$ cat src/rtl/cpu_sequencer.sv
// cpu_sequencer: multi-cycle fetch/decode/execute sequencer for the 8-bit computer.
module cpu_sequencer #(
  parameter logic [7:0] RESET_PC = 8'h00
) (
  input  logic       clk,
  input  logic       reset,
  output logic [7:0] memAddr,
  output logic       memReq,
  input  logic       memAck,
  input  logic [7:0] memData,
  output logic [1:0] aluCtrl,
  output logic [7:0] aluA,
  output logic [7:0] aluB,
  output logic [7:0] aluPc,
  input  logic [7:0] aluResult,
  output logic [7:0] acc,
  output logic [7:0] pc,
  output logic       halted,
  output logic       retire
);
  typedef enum logic [1:0] {FETCH, FETCH2, EXEC, HALT} state_t;
  state_t state, next;
  logic [7:0] ir, operand;
  logic [2:0] op, fetched_op;
  logic       hs;
  assign op         = ir[7:5];
  assign fetched_op = memData[7:5];
  assign hs         = memReq && memAck;
  assign memAddr    = pc;
  assign aluA       = acc;
  assign aluPc      = pc;
  always_ff @(posedge clk or posedge reset)
    if (reset) state <= FETCH;
    else state <= next;
  always_comb begin
    next = state;
    case (state)
      FETCH:   if (hs) next = (fetched_op == 3'b011 || fetched_op == 3'b100) ? FETCH2 : EXEC;
      FETCH2:  if (hs) next = EXEC;
      EXEC:    next = (op == 3'b111) ? HALT : FETCH;
      default: next = HALT;
    endcase
  end
  // ALU controls only matter in EXEC; elsewhere they rest at zero.
  always_comb begin
    memReq  = !reset && (state == FETCH || state == FETCH2);
    retire  = state == EXEC;
    halted  = state == HALT;
    aluCtrl = !retire ? 2'b00 :
              op == 3'b001 ? 2'b01 :
              op == 3'b010 ? 2'b11 :
              op == 3'b011 ? 2'b10 : 2'b00;
    aluB    = !retire ? 8'h00 :
              op <= 3'b010 ? {3'b000, ir[4:0]} :
              op == 3'b011 ? operand : 8'h00;
  end
  always_ff @(posedge clk or posedge reset)
    if (reset) begin
      pc      <= RESET_PC;
      acc     <= 8'h00;
      ir      <= 8'h00;
      operand <= 8'h00;
    end else begin
      if (hs) begin
        pc <= pc + 8'd1;
        if (state == FETCH) ir <= memData;
        else operand <= memData;
      end
      if (state == EXEC)
        case (op)
          3'b000, 3'b001, 3'b010: acc <= aluResult;
          3'b011:                 pc  <= aluResult;
          3'b100:                 acc <= operand;
          default:                ;
        endcase
    end
endmodule

$ cat config.mk
export PLATFORM = sky130hd
export DESIGN_NAME = cpu_sequencer
export DESIGN_NICKNAME = d
export VERILOG_FILES = /design/src/rtl/cpu_sequencer.sv
export SDC_FILE = /design/constraint.sdc
export NUM_CORES = 1
export LEC_CHECK = 0
export CORE_MARGIN = 10
export CORE_UTILIZATION = 40
export DETAILED_ROUTE_END_ITERATION = 10
export GPL_TIMING_DRIVEN = 0
export PLACE_DENSITY = 0.86
export SKIP_LAST_GASP = 1
export SLEW_MARGIN = 20
export SYNTH_ARGS = -nofsm -noshare
export SYNTH_HDL_FRONTEND = slang
export SYNTH_SLANG_ARGS = --single-unit
$ cat constraint.sdc
create_clock -name clk -period 1.8 [get_ports clk]
set_clock_uncertainty 0.2 [all_clocks]
set_input_delay 0.36 -clock clk [delete_from_list [all_inputs] [get_ports clk]]
set_output_delay 0.36 -clock clk [all_outputs]
set_load 0.02 [all_outputs]
==> results.toml, run 1 <==
[grt]
grt_max_degree = 35
antenna_found_initial = 0
grt.overflow.total = 0
grt_pass1_wl_um = 8645
grt_use_total_pct = 13.90
first_global_vias = 1721

[critical_path]
worstSetupEndpointType = "output pin"
crit_type = "flip-flop to output pin"
crit_end = "aluB[1]"
timing.rr.end = "operand[0]$_DFFE_PP0P_"
r2r_slack_ns = -0.03
critPathLaunch = "state[0]$_DFFE_PP0P_"
crit_fanout = 8
r2r_start = "state[1]$_DFFE_PP0P_"
reg2regPathDepth = 5
arrival_ns = 1.57
required_ns = 1.24
cp-start-kind = "flip-flop"

[detailed_routing]
viasPerCell = 5.024
ant_nets = 0
dr.first_iter.drc_count = 107
vias = 1678
drc = 0
drt-pass1-iter-count = 4
wl_per_cell_um = 16.79
routed_wl_um = 5609

[logic_synthesis]
synth_cell_types = 31
syn_nets = 208
netlist_instances = 188
ys_seq_elements = 34
synthFlopType = "dfrtp_1"
syn-mean-instance-area_sq_um = 10.00
ys_top_cells_by_area = "dfrtp_1, buf_4, mux2_2, nand2_1, mux2i_1"
yosysMostFrequentCell = "dfrtp_1"
netlist_top_cells_count = "dfrtp_1, nand2_1, buf_4, mux2_2, o21ai_0"
yosys_warnings = 0
yosys.area.top_type = "dfrtp_1"
synthArstFlopShare_pct = 100.0
synth_seq_area_share_pct = 45.24
syn_area_sq_um = 1881
yosys.area.top_type_share_pct = 45.24
synth_edf_count = 0

[finish]
antenna_cells = 0
finalNetCount = 301
area_growth_pct = 57.09
final_cells = 334
drive_gt1_share_pct = 39.01

[timing]
slew_headroom_pct = 51.18
worst_slack_ns = -0.3321
setup_viol = 19
fin_crit_sh_pct = 118.5
maxSlewViolCount = 0
tightest_slew_ns = 0.7312
period_needed_ns = 2.132
whs_ns = 0.3029
fmax_mhz = 469.0
hold_viol_final = 0
rsz0062_at_grt = "true"

[power]
power_w = 0.004851
max-vdd-ir-drop_uv = 604.9
leakagePower_nw = 1.442
power.density_nw_per_um2 = 1642

[floorplan]
ioPinCount = 72
dieArea_sq_um = 7844
die_x_um = 88.57
die_h_um = 88.57
core.rowCount = 24
core_area_sq_um = 4444
start_util_pct = 42.31

[placed_design]
dp.cells = 311
gp_congestion = 0.7589
dp_hpwl_um = 3942
portBuffers = 71

[cts]
cts_root_buffer = "clkbuf_8"
clock_sinks = 34
hold_buffers = 0
cts_buffer_depth = 2
cts-htree-levels = 2
cts_tree = "built"
cts_buffers = 5
worstSkewPairLatency_ns = 0.29
clkTransAtPathRegs_ns = 0.07

[run_status]
status = "finished, violations left"
violations = "setup timing"

[flow_run]
cap_viol_max_count = 0

[min_path]
holdPathStages = 2
hp-class = "flip-flop to flip-flop"
[final cells by class]
class	count	area (sq um)
inverters	2	7.507
clock buffers	5	68.82
plain buffers	29	217.7
multi-input cells	120	903.4
repair buffers	89	790.8
flip-flops and latches	34	860.8
fillers	356	1490
clock inverters	3	40.04
well taps	52	65.06
[state kept, by name, indices dropped and copies added (netlist names)]
name     flops
operand      8
acc          8
state        2
aluPc        8
ir           8
[metrics by stage]
| step | cell area [sq um] | setup TNS, ns | setup slack, ns | utilization [%] |
|---|---|---|---|---|
| floorplan | 1896 | -0.6281 | -0.08612 | - |
| global placement | 2671 | -24.53 | -0.6709 | 60.11 |
| detailed placement | 2671 | -13.09 | -0.6922 | 60.11 |
| CTS | 2900 | -3.587 | -0.4093 | 65.26 |
| global route | 2954 | -4.380 | -0.3715 | 66.47 |
| finish | 2954 | -3.111 | -0.3321 | 66.47 |
[critical path, cell delays in order (launching register included)]
cell and delay [ns]:
dfrtp_2 0.41, or3b_4 0.45, buf_4 0.17, a21oi_4 0.11, buf_6 0.13
[placed cells by master, fill, tap and decap left out, types with 4 or more instances in the layout]
cell / count
buf_6: 12
dlygate4sd2_1: 42
buf_2: 5
xor2_1: 6
nor2_1: 4
clkbuf_8: 5
and2_4: 4
mux2_2: 8
o21ai_1: 5
clkdlybuf4s50_1: 16
dfrtp_2: 8
nand2_1: 29
a21oi_1: 6
dfrtp_1: 26
buf_4: 42
o21ai_0: 12
mux2_4: 8
mux2i_1: 9
[timing repair]
action,CTS,global route
pin swaps,7,5
resized for setup,145,14
cloned,0,1
setup buffers,12,5
endpoints found under the setup margin,72,30
[report_power, final]
group | total (W) | leakage (nW) | internal (W) | switching, W
Clock | 0.000698 | 0.0579 | 0.000407 | 0.000291
Sequential | 0.00146 | 0.410 | 0.00111 | 0.000346
Combinational | 0.00269 | 0.973 | 0.00132 | 0.00137
[worst min-delay path by stage]
stage | end | start
after global routing | ir[0]$_DFFE_PP0P_ | ir[0]$_DFFE_PP0P_
after detailed placement | ir[4]$_DFFE_PP0P_ | ir[4]$_DFFE_PP0P_
after CTS | ir[4]$_DFFE_PP0P_ | ir[4]$_DFFE_PP0P_
after global placement | acc[5]$_DFFE_PP0P_ | acc[5]$_DFFE_PP0P_
final | acc[4]$_DFFE_PP0P_ | acc[4]$_DFFE_PP0P_
after floorplan | aluPc[0]$_DFF_PP0_ | aluResult[0]
[kinds of logic (layout without fill, tap and decap cells)]
group | after synthesis | in the layout | synth area share [%]
and+or+nand+nor | 58 | 58 | 15.57
DFF | 34 | 34 | 45.24
buffers and inverters | 34 | 128 | 12.71
AOI/OAI and AO/OA | 28 | 28 | 7.718
muxes | 25 | 25 | 14.37
xor gates and xnor gates | 8 | 8 | 3.726
adders and majority gates | 1 | 1 | 0.6652
[layer usage]
layer	wire length, um	vias up	track usage, %
li1	-	796	-
met1	2265	814	15.14
met2	2820	59	25.18
met3	462	9	5.055
met4	61	0	3.084
met5	0	-	0
No activity file was read; power rests on OpenSTA's default activity.
==> run 2, diff against run 1 <==
- CAP_MARGIN: not set -> 15
- GPL_ROUTABILITY_DRIVEN: not set -> 0
==> results of run 2 <==
No change in the layout: final DEF, timing and power equal those of run 1.
